[config.mk]
export PLATFORM = sky130hd
export DESIGN_NAME = io_read_ctrl_flat
export DESIGN_NICKNAME = d
export VERILOG_FILES = /design/src/rtl/io_pkg.sv /design/src/rtl/io_read_ctrl_if.sv /design/src/rtl/io_debounce.sv /design/src/rtl/io_read_ctrl.sv /design/src/flat_wrapper.sv
export SDC_FILE = /design/constraint.sdc
export NUM_CORES = 1
export LEC_CHECK = 0
export BUFFER_PORTS_ARGS = -buffer_cell sky130_fd_sc_hd__buf_2
export CORE_MARGIN = 2
export CORE_UTILIZATION = 50
export CTS_CLUSTER_SIZE = 16
export DETAILED_ROUTE_END_ITERATION = 12
export PLACE_DENSITY_LB_ADDON = 0.12
export SETUP_SLACK_MARGIN = 0.2
export SLEW_MARGIN = 40
export SYNTH_ARGS = -nofsm -noshare
export SYNTH_HDL_FRONTEND = slang
export SYNTH_SLANG_ARGS = --single-unit
[constraint.sdc]
create_clock -name clk -period 1.5 [get_ports clk]
set_input_delay 0.075 -clock clk [delete_from_list [all_inputs] [get_ports clk]]
set_output_delay 0.075 -clock clk [all_outputs]
set_load 0.02 [all_outputs]
[src/rtl/io_pkg.sv]
// Shared types and constants for the CPU I/O read path.
package io_pkg;

   localparam int unsigned SW_W   = 16;
   localparam int unsigned BYTE_W = 8;

   typedef enum logic [2:0] {
      IDLE       = 3'd0,
      ARM        = 3'd1,
      RELEASE    = 3'd2,
      WAIT_PRESS = 3'd3,
      DONE       = 3'd4
   } io_state_e;

   localparam logic              SW_HI     = 1'b1;
   localparam logic              SW_LO     = 1'b0;
   localparam logic [BYTE_W-1:0] IO_NODATA = 8'h00;

   // Pick the upper or lower switch byte.
   function automatic logic [BYTE_W-1:0] sw_byte(input logic [SW_W-1:0] sw,
                                                  input logic            half);
      return (half == SW_HI) ? sw[SW_W-1:BYTE_W] : sw[BYTE_W-1:0];
   endfunction

endpackage

[src/rtl/io_read_ctrl_if.sv]
// CPU-side read handshake between the controller and io_read_ctrl.
interface io_read_ctrl_if;
   import io_pkg::*;

   logic              io_req;
   logic              sel_hi;
   logic              sel_lo;
   logic [BYTE_W-1:0] io_rdata;
   logic              io_valid;
   logic              cpu_stall;

   modport master (
      output io_req, sel_hi, sel_lo,
      input  io_rdata, io_valid, cpu_stall
   );

   modport slave (
      input  io_req, sel_hi, sel_lo,
      output io_rdata, io_valid, cpu_stall
   );

endinterface

[src/rtl/io_debounce.sv]
// Synchronizes and debounces the enter button, emitting a one-cycle press pulse.
module io_debounce #(
   parameter int unsigned DEBOUNCE_CYCLES = 16
) (
   input  logic clk,
   input  logic reset,
   input  logic raw,
   output logic stable,
   output logic press
);

   localparam int unsigned      CNT_W    = $clog2(DEBOUNCE_CYCLES + 1);
   localparam logic [CNT_W-1:0] CNT_LAST = CNT_W'(DEBOUNCE_CYCLES - 1);

   logic             sync1_q;
   logic             sync2_q;
   logic             stable_q;
   logic             stable_d_q;
   logic             press_q;
   logic [CNT_W-1:0] cnt_q;

   // Two-flop synchronizer for the asynchronous button.
   always_ff @(posedge clk) begin
      if (!reset) begin
         sync1_q <= 1'b0;
         sync2_q <= 1'b0;
      end else begin
         sync1_q <= raw;
         sync2_q <= sync1_q;
      end
   end

   // Stable level flips only after an unbroken run of differing samples.
   always_ff @(posedge clk) begin
      if (!reset) begin
         cnt_q    <= '0;
         stable_q <= 1'b0;
      end else if (sync2_q == stable_q) begin
         cnt_q <= '0;
      end else if (cnt_q == CNT_LAST) begin
         stable_q <= ~stable_q;
         cnt_q    <= '0;
      end else begin
         cnt_q <= cnt_q + CNT_W'(1);
      end
   end

   // Registered rising-edge pulse of the debounced level.
   always_ff @(posedge clk) begin
      if (!reset) begin
         stable_d_q <= 1'b0;
         press_q    <= 1'b0;
      end else begin
         stable_d_q <= stable_q;
         press_q    <= stable_q & ~stable_d_q;
      end
   end

   assign stable = stable_q;
   assign press  = press_q;

endmodule

[src/rtl/io_read_ctrl.sv]
// CPU I/O read sequencer: stalls the CPU until the operator confirms a switch byte.
module io_read_ctrl
   import io_pkg::*;
#(
   parameter int unsigned DEBOUNCE_CYCLES = 16
) (
   input  logic             clk,
   input  logic             reset,
   io_read_ctrl_if.slave    bus,
   input  logic [SW_W-1:0]  switch_in,
   input  logic             enter_btn,
   output logic             wait_led
);

   io_state_e         state_q;
   logic              half_q;
   logic [BYTE_W-1:0] rdata_q;
   logic              valid_q;
   logic              wait_q;
   logic              btn_stable;
   logic              btn_press;

   io_debounce #(
      .DEBOUNCE_CYCLES (DEBOUNCE_CYCLES)
   ) u_debounce (
      .clk    (clk),
      .reset  (reset),
      .raw    (enter_btn),
      .stable (btn_stable),
      .press  (btn_press)
   );

   // Request sequencing, byte capture and registered status outputs.
   always_ff @(posedge clk) begin
      if (!reset) begin
         state_q <= IDLE;
         half_q  <= SW_LO;
         rdata_q <= IO_NODATA;
         valid_q <= 1'b0;
         wait_q  <= 1'b0;
      end else begin
         valid_q <= 1'b0;
         wait_q  <= 1'b0;
         case (state_q)
            IDLE: begin
               if (bus.io_req) begin
                  if (bus.sel_hi | bus.sel_lo) begin
                     half_q  <= bus.sel_hi ? SW_HI : SW_LO;
                     state_q <= ARM;
                  end else begin
                     rdata_q <= IO_NODATA;
                     valid_q <= 1'b1;
                     state_q <= DONE;
                  end
               end
            end
            // A button already held at request time must be released first.
            ARM: begin
               if (!bus.io_req) begin
                  state_q <= IDLE;
               end else begin
                  wait_q  <= 1'b1;
                  state_q <= btn_stable ? RELEASE : WAIT_PRESS;
               end
            end
            RELEASE: begin
               if (!bus.io_req) begin
                  state_q <= IDLE;
               end else begin
                  wait_q <= 1'b1;
                  if (!btn_stable) begin
                     state_q <= WAIT_PRESS;
                  end
               end
            end
            // Abort takes priority over a coincident press.
            WAIT_PRESS: begin
               if (!bus.io_req) begin
                  state_q <= IDLE;
               end else if (btn_press) begin
                  rdata_q <= sw_byte(switch_in, half_q);
                  valid_q <= 1'b1;
                  state_q <= DONE;
               end else begin
                  wait_q <= 1'b1;
               end
            end
            DONE: begin
               state_q <= IDLE;
            end
            default: begin
               state_q <= IDLE;
            end
         endcase
      end
   end

   assign bus.io_rdata  = rdata_q;
   assign bus.io_valid  = valid_q;
   assign bus.cpu_stall = bus.io_req & (state_q != DONE);
   assign wait_led      = wait_q;

endmodule

[src/flat_wrapper.sv]
// flat-port wrapper written by rule: the top's interface ports become plain ports
module io_read_ctrl_flat import io_pkg::*;
#(
   parameter int unsigned DEBOUNCE_CYCLES = 16
)
  (clk, reset, switch_in, enter_btn, wait_led, bus_io_req, bus_sel_hi, bus_sel_lo, bus_io_rdata, bus_io_valid, bus_cpu_stall);
  io_read_ctrl_if bus_i ();
  input  logic clk;
  input  logic reset;
  input  logic [SW_W-1:0] switch_in;
  input  logic enter_btn;
  output logic wait_led;
  input wire logic [$bits(bus_i.io_req)-1:0] bus_io_req;
  input wire logic [$bits(bus_i.sel_hi)-1:0] bus_sel_hi;
  input wire logic [$bits(bus_i.sel_lo)-1:0] bus_sel_lo;
  output wire logic [$bits(bus_i.io_rdata)-1:0] bus_io_rdata;
  output wire logic [$bits(bus_i.io_valid)-1:0] bus_io_valid;
  output wire logic [$bits(bus_i.cpu_stall)-1:0] bus_cpu_stall;
  assign bus_i.io_req = bus_io_req;
  assign bus_i.sel_hi = bus_sel_hi;
  assign bus_i.sel_lo = bus_sel_lo;
  assign bus_io_rdata = bus_i.io_rdata;
  assign bus_io_valid = bus_i.io_valid;
  assign bus_cpu_stall = bus_i.cpu_stall;
  io_read_ctrl #(.DEBOUNCE_CYCLES(DEBOUNCE_CYCLES)) u_core (.clk(clk), .reset(reset), .bus(bus_i), .switch_in(switch_in), .enter_btn(enter_btn), .wait_led(wait_led));
endmodule
Word-level counts from Yosys, hierarchy flattened
Index checks and enable logic that the tools add are counted.
{"block": "classes", "add_sub_neg": 1, "n_eq_ne": 12, "n_mux": 25, "bitwise_logic": 7, "n_reduce_logical": 8}
{"cell": "$mux 8", "count": 5}
{"cell": "$mux 3", "count": 7}
{"cell": "$pmux 8 s2", "count": 1}
{"cell": "$pmux 3 s4", "count": 1}
{"cell": "$mux 1", "count": 9}
{"cell": "$ne 3x3->1 const B", "count": 3}
{"cell": "$ne 2x2->1 const B", "count": 4}
{"cell": "$eq 3x2->1 const B", "count": 2}
{"cell": "$reduce_and 3->1", "count": 2}
{"cell": "$add 5x1->5 const B", "count": 1}
{"cell": "$eq 5x4->1 const B", "count": 1}
{"cell": "$reduce_and 5->1", "count": 1}
{"cell": "$not 1->1", "count": 4}
{"cell": "$pmux 1 s2", "count": 2}
{"cell": "$eq 3x1->1 const B", "count": 1}
{"cell": "$logic_not 3->1", "count": 1}
{"cell": "$reduce_or 3->1", "count": 1}
{"cell": "$and 1x1->1", "count": 2}
{"cell": "$reduce_and 2->1", "count": 1}
{"cell": "$reduce_bool 2->1", "count": 1}
{"cell": "$reduce_or 2->1", "count": 1}
{"cell": "$eq 1x1->1", "count": 1}
{"cell": "$or 1x1->1", "count": 1}
{"block": "word_totals", "register_bits": 24, "inputBits": 22, "out_inout_bits": 11, "word_cells": 64}

Logic depth before layout (Yosys ltp)
Gate-level depths: netlist (run 1).
{"block": "logic_depth", "word_depth": 4, "depth_mapped": 5, "mapped_depth_nobuf": 5}

By module
From an unflattened synthesis (run 1), not the netlist that was laid out.
{"block": "hier_totals", "hier_cells": 106, "hier_area_um2": 1057.3}
{"mod": "io_read_ctrl", "n_inst": 1, "cells_per_inst": 75, "area_per_inst_um2": 714.4, "seq_area_each_um2": 280.3}
{"mod": "io_debounce", "n_inst": 1, "cells_per_inst": 31, "area_per_inst_um2": 342.8, "seq_area_each_um2": 200.2}

Worst setup path after synthesis (run 1)
OpenSTA, ideal clock, no wires.
{"block": "synth_timing", "path_kind": "flip-flop to flip-flop", "from": "register u_core.u_debounce.cnt_q[0]", "to": "register u_core.u_debounce.cnt_q[2]", "setup_ps": 65, "t_arrival_ps": 1160, "required_ps": 1435, "slack_ps": 275, "stages_incl_launch_ff": 6, "n_path_buf": 0, "period_less_slack_ps": 1225, "path_cell_list": "dfxtp_1 > ha_1 > and3_1 > ha_1 > nand3b_1 > nor2_1"}
{"block": "synth_between", "elab_chain_len": 2, "word_cells_on_any_way": 3, "classes_between": "add/sub (1); eq/ne (1); reduce/logical (1)"}
{"item": "start, declared", "line": "io_debounce.sv:20", "rtl": "logic [CNT_W-1:0] cnt_q;"}
{"item": "start signal, assigned", "line": "io_debounce.sv:44", "rtl": "cnt_q <= cnt_q + CNT_W'(1);"}
{"item": "parallel branches: the longest is 2 deep, another holds $add 5x1->5"}
Parallel ways; which one is timed is not known.
A chain may end at the register's enable or synchronous reset.

Worst setup path after layout (run 1)
{"block": "layout_timing", "from": "register u_core.u_debounce.cnt_q[0]", "to": "register u_core.u_debounce.cnt_q[0]"}
Same word-level chain as after synthesis.

==> results of run 1 <==
cell usage after synthesis (all sizes together) (2+ instances only):
master	instances
dfxtp	24
mux2i	9
xor2	2
and2	3
clkbuf	2
nor2b	4
ha	2
and2b	2
and3	2
inv	2
nor3	3
nand4b	2
o21ai	2
buf	4
nor2	9
mux2	8
nand2	19
a22oi	2
critical path: stages (launching register included):
cell and delay [ns]:
dfxtp_2 0.36, ha_4 0.16, and3_4 0.15, ha_4 0.15, nand3b_1 0.23, nor2_1 0.14
how the worst min path moves through the flow:
| stage | endpoint | cells after the start | slack, ns |
|---|---|---|---|
| 2_1_floorplan | u_core.u_debounce.sync1_q$_SDFF_PN0_ | 1 | 0.20 |
| 3_3_place_gp | u_core.u_debounce.sync1_q$_SDFF_PN0_ | 2 | 0.28 |
| 3_5_place_dp | u_core.u_debounce.sync1_q$_SDFF_PN0_ | 2 | 0.29 |
| 4_1_cts | u_core.half_q$_SDFFE_PN0P_ | 2 | 0.05 |
| 5_1_grt | u_core.half_q$_SDFFE_PN0P_ | 2 | 0.06 |
| 6_report | u_core.half_q$_SDFFE_PN0P_ | 2 | 0.06 |
kinds of logic after synthesis:
kind of cell	synth area share [%]
AOI/OAI and AO/OA	5.41
xor gates and xnor gates	2.37
adders and majority gates	2.25
buffers and inverters	4.62
DFF	43.2
muxes	16.2
and+or+nand+nor	25.9
what timing repair did:
item,CTS,global route
setup buffers,1,1
resized for setup,5,8
setup endpoints to repair,15,10
pin swaps,3,6
hold buffers,1,0
hold endpoints to repair,1,0
metal layers:
layer / track usage (%) / share of wire [%]
met5: 0 / 0
met4: 9.46 / 1.5
met3: 2.63 / 3.5
met2: 32.7 / 50
met1: 21.5 / 45
power by group through the flow:
stage	Sequential [mW]	Clock (mW)	Combinational (mW)
2_1_floorplan	0.672	0	0.109
6_report	0.674	0.456	0.138
3_5_place_dp	0.687	0	0.133
5_1_grt	0.678	0.500	0.152
4_1_cts	0.674	0.474	0.138
3_3_place_gp	0.685	0	0.132
through the flow:
step / power (mW) / cell area, µm² / cells
after floorplan: 0.781 / 1110 / 113
after global placement: 0.817 / 1270 / 168
after detailed placement: 0.819 / 1270 / 168
after CTS: 1.29 / 1350 / 174
after global routing: 1.33 / 1390 / 175
final: 1.27 / 1390 / 175
area by class of cell:
type                    count  area (µm²)
multi-input cells          81         612
well taps                  28        35.0
fillers                   184         757
flip-flops and latches     24         492
clock buffers               3        22.5
clock inverters             1        30.0
inverters                   2        7.51
repair buffers             36         193
==> key figures, run 1 <==
Floorplanning
  • Rows: 17
  • Initial Utilization: 51.7%
  • Die ar.: 2620 µm²
  • Core area: 2150 µm²
  • Die W: 51.1 µm
  • Overall die height: 51.1 µm
  • IO Count: 33

Route
  • Wire per inst: 11.9 µm
  • DRC: 0
  • Iter 0 DRT Violations: 14
  • DRT Pass-1 Iters: 3
  • DRT antenna net count: 0
  • Vias per Instance: 5.03
  • Vias: 881
  • Total routed wirelength: 2090 µm

Worst setup path
  • Worst Path Required: 1.75 ns
  • CP endpoint kind: register
  • Crit path launch type: register
  • CP endpoint: u_core.u_debounce.cnt_q[0]$_SDFF_PP0_
  • Worst-case reg-to-reg path depth: 5
  • Worst R2R Start: u_core.u_debounce.cnt_q[0]$_SDFF_PP0_
  • CP startpoint: u_core.u_debounce.cnt_q[0]$_SDFF_PP0_
  • CP Max Fanout: 5
  • Setup Crit Path Kind: register to register
  • Critical path arrival: 1.50 ns
  • R2R Path End: u_core.u_debounce.cnt_q[0]$_SDFF_PP0_
  • R2R setup slack: 0.25 ns

Timing
  • Max Slew Vio Count: 0
  • Period utilisation layout: 83.1%
  • Fin worst setup slack: 0.254 ns
  • Slew HR: 76.0%
  • Worst hold slack: 0.0564 ns
  • Fin crit period: 1.25 ns
  • RSZ-0062 raised after global routing: true
  • Final Hold Viols: 0
  • Worst-Margin Slew: 0.359 ns
  • Final Setup Violations: 0
  • Final setup TNS: 0 ns
  • Maximum clock rate: 802 MHz
  • Final Skew: 0.00416 ns

Global route
  • Total GRT Usage: 18.5%
  • Antenna violations before repair: 0
  • Largest net degree at the start of global routing: 18
  • First-pass GRT wire length: 3620 µm
  • Vias in the first global route: 883
  • Grt ovf: 0

Pwr
  • Psw: 0.269 mW
  • Power Internal: 1.00 mW
  • PD cells: 912 nW/µm²
  • Switching share of power: 21.2%
  • VDD IR max: 0.525 mV
  • Combinational power share: 10.9%
  • P_leak: 0.621 nW
  • Clock network fraction of total power: 35.9%
  • Sequential Power Share: 53.1%

Worst hold path
  • Hold path start: bus_sel_hi
  • Hold Path Class: input port to register

CTS
  • Clk root buf: clkbuf_4
  • Htree depth: 1
  • CTS Buffer Depth: 2
  • Total CTS buffers: 3
  • CTS tree: yes
  • Worst-path clk slew: 0.13 ns
  • Clk_lat worst skew: 0.31 ns
  • Clock sink count: 24

Finish
  • Area growth syn-to-layout: 25.2%
  • Max FFs per register: 8
  • N_diodes: 0
  • Commonest non-fill, non-tap cell in the layout: buf_2
  • Post-Route Utilization: 64.8%
  • Nets: 172
  • Layout cells sized above 1: 42.9%
  • Most frequent cells in the layout: 32 x buf_2, 19 x nand2_1, 19 x dfxtp_1

Synthesis
  • Mapped Cells: 113
  • Top cell type's share of synthesized area: 43.2%
  • Mapped Avg Cell Area: 9.83 µm²
  • Count of state elements after synthesis: 24
  • Synth area leaders: dfxtp_1 43%, mux2i_1 8.1%, mux2_2 8.1%, nand2_1 6.4%, nor2_1 3.0%
  • Number of enable flip-flop cells after synthesis: 0
  • Post-synthesis sequential area ratio: 43.2%
  • Synth warnings: 0
  • Primary FF master, synth: dfxtp_1
  • Asr flop ratio synth: 0%
  • Netlist cell types: 36
  • Cell area after synthesis: 1110 µm²
  • Cell accounting for the most synthesized area: dfxtp_1
  • Syn nets: 137

Placement
  • Dpl hpwl: 1480 µm
  • I/O Buffers: 32
  • Routability cong.: 0.790
  • Place WS: 0.155 ns

Status
  • Status: complete, no violations

Job
  • # Max-Cap Violations: 0
No activity file was read; power rests on OpenSTA's default activity.
==> run 2: changes to the inputs <==
CORE_UTILIZATION = 45   (was 50)
clock period = 1.1 ns   (was 1.5 ns; I/O delays follow)
==> key figures, run 2 (synthesis results as in run 1) <==
Worst setup path
  • CP startpoint: u_core.u_debounce.cnt_q[0]$_SDFF_PP0_
  • Crit path launch type: register
  • Worst R2R Start: u_core.u_debounce.cnt_q[0]$_SDFF_PP0_
  • Crit path max-delay family: simple AND/OR/NAND/NOR gates
  • Critical Path Max Stage Delay: 0.36 ns (about the same)
  • CP endpoint kind: register
  • Critical path arrival: 1.51 ns (about the same)
  • CP Buf/Inv Count: 0 (unchanged)
  • Setup Crit Path Kind: register to register
  • CP most frequent cell: ha_4
  • Worst-path cell chain: ha_4 -> and3_4 -> ha_4 -> nand3b_1 -> nor2_1
  • CP Max Fanout: 5 (unchanged)
  • Worst Path Required: 1.36 ns (-0.39 ns)
  • CP max stage cell: dfxtp_2

Route
  • Vias: 967 (+9.8%)
  • Total routed wirelength: 2340 µm (+12%)
  • Wire per inst: 12.2 µm (+2.0%)
  • DRC: 0 (unchanged)
  • Vias per Instance: 5.04 (about the same)
  • Iter 0 DRT Violations: 9 (-5)
  • DRT Pass-1 Iters: 4 (+1)
  • DRT antenna net count: 0 (unchanged)

Finish
  • Most frequent cells in the layout: 23 x buf_2, 19 x nand2_1, 13 x buf_4
  • Max FFs per register: 8 (unchanged)
  • Commonest non-fill, non-tap cell in the layout: buf_2
  • Nets: 187 (+8.7%)
  • Non-filler cells, final: 192 (+9.7%)
  • Area growth syn-to-layout: 50.1%
  • N_diodes: 0 (unchanged)
  • Layout cells sized above 1: 58.0% (+15 points)
  • Fill cells: 193 (+4.9%)

CTS
  • CTS Buffer Depth: 2 (unchanged)
  • CTS tree: yes
  • Total CTS buffers: 3 (unchanged)
  • Worst-path clk slew: 0.14 ns (about the same)
  • Htree depth: 1 (unchanged)
  • Clock sink count: 24 (unchanged)
  • Clk_lat worst skew: 0.32 ns (about the same)
  • Clk root buf: clkbuf_4

Timing
  • Final Hold Viols: 0 (unchanged)
  • Slew HR: 80.8% (+4.8 points)
  • RSZ-0062 raised after global routing: true
  • Period utilisation layout: 113% (+30 points)
  • Final Skew: 0.00752 ns (+0.00336 ns)
  • Fin worst setup slack: -0.141 ns (-0.395 ns)
  • Worst-Margin Slew: 0.287 ns (-0.0724 ns)
  • Maximum clock rate: 806 MHz (+0.38%)
  • Max Slew Vio Count: 0 (unchanged)
  • Final Setup Violations: 17 (+17)
  • Fin crit period: 1.24 ns (-0.00471 ns)

Worst hold path
  • Hold path start: bus_sel_hi
  • Hold Path Class: input port to register

Placement
  • Dpl hpwl: 1630 µm (+11%)
  • Place WS: -0.171 ns (-0.326 ns)
  • Placed Instances: 180 (+7.1%)
  • Routability cong.: 0.779 (-1.5%)
  • I/O Buffers: 32 (unchanged)

Global route
  • First-pass GRT wire length: 3890 µm (+7.6%)
  • Total GRT Usage: 18.5% (about the same)
  • Largest net degree at the start of global routing: 15 (-3)
  • Antenna violations before repair: 0 (unchanged)
  • Vias in the first global route: 923 (+4.5%)
  • Grt ovf: 0 (unchanged)

Pwr
  • VDD IR max: 0.912 mV (+74%)
  • P_leak: 0.736 nW (+19%)
  • PD cells: 1120 nW/µm² (+22%)

Floorplanning
  • Overall die height: 53.7 µm (+5.0%)
  • Rows: 18 (+1)
  • IO Count: 33 (unchanged)
  • Die W: 53.7 µm (+5.0%)
  • Core area: 2410 µm² (+12%)
  • Die ar.: 2880 µm² (+10%)
  • Initial Utilization: 46.1% (-5.6 points)

Status
  • Status: finished, violations left
  • Failing checks: setup timing

Job
  • # Max-Cap Violations: 0 (unchanged)
[run 2: path summary, 6_finish.rpt]
path	endpoint	slack [ns]	cells past startpoint
worst max-delay path	u_core.u_debounce.cnt_q[4]$_SDFF_PP0_	-0.14	5
worst min-delay path	u_core.half_q$_SDFFE_PN0P_	0.03	2
worst max register to register	u_core.u_debounce.cnt_q[4]$_SDFF_PP0_	-0.14	5
worst min register to register	u_core.u_debounce.press$_SDFF_PN0_	0.40	1
[run 2: metal layers]
metal / vias to the layer above / GRT usage [%] / wire length [µm]
met3: 4 / 4.17 / 85
met1: 463 / 22.7 / 1070
met2: 18 / 31.5 / 1150
met4: 0 / 6.41 / 29
li1: 482 / - / -
met5: - / 0 / 0
[run 2: through the flow]
stage	util, %	cell area, µm²	setup TNS (ns)	power (mW)	hold WS, ns
final	69.2	1670	-1.48	1.86	0.0303
after global routing	69.2	1670	-2.68	1.93	0.0200
after global placement	59.0	1420	-1.52	1.16	0.278
after floorplan	-	1160	-0.537	1.08	0.182
after detailed placement	59.0	1420	-1.99	1.16	0.275
after CTS	65.7	1580	-1.35	1.85	0.0297
[run 2: repair_timing]
item / in CTS / in global routing
buffers inserted: 4 / 3
hold buffers: 1 / 0
gates resized for setup: 22 / 22
pin swaps: 7 / 9
endpoints found under the hold margin: 1 / 0
endpoints found under the setup margin: 25 / 29
[run 2: worst register-to-register path, cell delays in order, from the launching register on]
cell	delay, ns
dfxtp_2	0.36
ha_4	0.15
and3_4	0.15
ha_4	0.15
nand3b_1	0.23
nor2_1	0.14
[run 2: area by class of cell]
cell class	count	area (µm²)	share of cell area (%)
well taps	30	37.5	2.25
repair buffers	51	407	24.4
clock buffers	3	22.5	1.35
multi-input cells	81	662	39.7
inverters	2	7.51	0.450
clock inverters	1	30.0	1.80
flip-flops and latches	24	502	30.1
[run 2: power by group]
group / internal, mW / switching, mW / leakage [nW]
Clock: 0.369 / 0.281 / 0.0279
Sequential: 0.886 / 0.0232 / 0.201
Combinational: 0.182 / 0.121 / 0.507
Total: 1.44 / 0.425 / 0.736
==> run 3: changes to the inputs <==
PLACE_DENSITY = 0.72   (was not set)
PLACE_DENSITY_LB_ADDON = not set   (was 0.12)
==> key figures, run 3 (synthesis results as in run 1) <==
Pwr
  • Total power: 1.56 mW (-16%)
  • PD cells: 969 nW/µm² (-13%)
  • P_leak: 0.715 nW (-2.9%)
  • VDD IR max: 0.874 mV (-4.2%)

Global route
  • Grt ovf: 0 (unchanged)
  • Vias in the first global route: 924 (+0.11%)
  • First-pass GRT wire length: 3910 µm (+0.36%)
  • Antenna violations before repair: 0 (unchanged)
  • Total GRT Usage: 18.4% (-0.11 points)
  • Largest net degree at the start of global routing: 13 (-2)

Finish
  • Most frequent cells in the layout: 24 x buf_2, 21 x buf_4, 17 x nand2_1
  • Nets: 188 (+0.53%)
  • Layout cells sized above 1: 55.6% (-2.5 points)
  • N_diodes: 0 (unchanged)
  • Max FFs per register: 8 (unchanged)
  • Post-Route Utilization: 66.8% (-2.4 points)
  • Area growth syn-to-layout: 44.8%
  • Cell area after layout: 1610 µm² (-3.5%)
  • Commonest non-fill, non-tap cell in the layout: buf_2

CTS
  • Total CTS buffers: 3 (unchanged)
  • Clk root buf: clkbuf_4
  • CTS Buffer Depth: 2 (unchanged)
  • CTS tree: yes
  • Htree depth: 1 (unchanged)
  • Worst-path clk slew: 0.11 ns (-0.03 ns)
  • Clock sink count: 24 (unchanged)
  • Clk_lat worst skew: 0.29 ns (-0.03 ns)

Status
  • Failing checks: setup timing
  • Status: finished, violations left

Timing
  • Worst hold slack: 0.0676 ns (+0.0373 ns)
  • Final Hold Viols: 0 (unchanged)
  • RSZ-0062 raised after global routing: true
  • Slew HR: 79.4% (-1.3 points)
  • Final Setup Violations: 16 (-1)
  • Period utilisation layout: 112% (-0.86 points)
  • Worst-Margin Slew: 0.306 ns (+0.0195 ns)
  • Fin crit period: 1.23 ns (-0.00945 ns)
  • Maximum clock rate: 812 MHz (+0.77%)
  • Fin worst setup slack: -0.132 ns (+0.00945 ns)
  • Final Skew: 0.00267 ns (-0.00485 ns)
  • Max Slew Vio Count: 0 (unchanged)

Worst setup path
  • CP max stage cell: dfxtp_2
  • Setup Crit Path Kind: register to register
  • CP endpoint kind: register
  • Crit path launch type: register
  • CP most frequent cell: ha_4
  • Critical Path Max Stage Delay: 0.35 ns (about the same)
  • Worst-path cell chain: ha_4 -> and3_4 -> ha_4 -> nand3b_1 -> nor2_1
  • CP Max Fanout: 5 (unchanged)
  • Critical path arrival: 1.46 ns (-0.05 ns)
  • Worst Path Required: 1.33 ns (-0.03 ns)

Placement
  • Dpl cell area: 1440 µm² (+1.1%)
  • Dpl hpwl: 1720 µm (+5.1%)
  • I/O Buffers: 32 (unchanged)
  • Routability cong.: 0.748 (-4.0%)

Route
  • DRC: 0 (unchanged)
  • DRT antenna net count: 0 (unchanged)
  • Vias per Instance: 5.05 (+0.31%)
  • Total routed wirelength: 2270 µm (-3.0%)
  • Vias: 970 (+0.31%)
  • Iter 0 DRT Violations: 4 (-5)
  • DRT Pass-1 Iters: 4 (unchanged)
  • Wire per inst: 11.8 µm (-3.0%)

Floorplanning
  • Core area: 2410 µm² (unchanged)
  • Die ar.: 2880 µm² (unchanged)
  • Initial Utilization: 46.1% (unchanged)
  • Die W: 53.7 µm (unchanged)
  • IO Count: 33 (unchanged)
  • Overall die height: 53.7 µm (unchanged)
  • Rows: 18 (unchanged)

Job
  • # Max-Cap Violations: 0 (unchanged)

Worst hold path
  • Hold Path Class: input port to register
==> run 3: cell types whose count changed in the layout (fill, tap and decap cells not counted), sizes merged <==
cell / previous run / this run
buf: 50 / 51
bufinv: 1 / 0
==> run 3: final timing paths <==
kind                                                 from                                    end  slack [ns]  cells after the start
setup reg to reg    u_core.u_debounce.cnt_q[0]$_SDFF_PP0_  u_core.u_debounce.cnt_q[4]$_SDFF_PP0_       -0.13                      5
hold reg to reg   u_core.u_debounce.stable_d_q$_SDFF_PN0_     u_core.u_debounce.press$_SDFF_PN0_        0.39                      1
hold / removal                                 bus_sel_hi             u_core.half_q$_SDFFE_PN0P_        0.07                      2
setup / recovery    u_core.u_debounce.cnt_q[0]$_SDFF_PP0_  u_core.u_debounce.cnt_q[4]$_SDFF_PP0_       -0.13                      5
==> run 3: timing repair <==
item,4_1_cts,5_1_grt
hold endpoints to repair,1,0
hold buffers,1,0
buffers inserted,4,2
pin swaps,11,11
setup endpoints to repair,21,28
resized for setup,16,15
cloned,0,0
==> run 3: critical path, delay by kind of cell (launching register included) <==
family,cells,cell delay [ns]
adders and majority gates,2,0.30
DFF,1,0.35
and+or+nand+nor,3,0.53
==> run 3: layer usage <==
metal	GRT usage [%]	routed length [µm]	vias to the layer above
met4	6.41	13	0
met3	3.06	105	2
met5	0	0	-
met1	22.8	1000	460
met2	31.9	1150	24
li1	-	-	484
==> run 3: power by group <==
part / internal [mW] / leakage, nW / switching, mW / total [mW]
Sequential: 0.884 / 0.199 / 0.0251 / 0.909
Clock: 0.127 / 0.0138 / 0.221 / 0.349
Combinational: 0.182 / 0.502 / 0.119 / 0.301
Total: 1.19 / 0.715 / 0.366 / 1.56
==> run 3: stage by stage <==
step	setup WS [ns]	setup TNS [ns]	std cells
3_3_place_gp	-0.107	-0.997	182
6_report	-0.132	-1.51	192
4_1_cts	-0.154	-1.96	190
2_1_floorplan	-0.0483	-0.537	113
5_1_grt	-0.238	-2.61	192
3_5_place_dp	-0.152	-1.75	182
==> run 3: final cells by class <==
class	count	area [µm²]
fillers	185	801
multi-input cells	81	662
flip-flops and latches	24	498
repair buffers	52	382
well taps	30	37.5
clock buffers	3	22.5
inverters	2	7.51
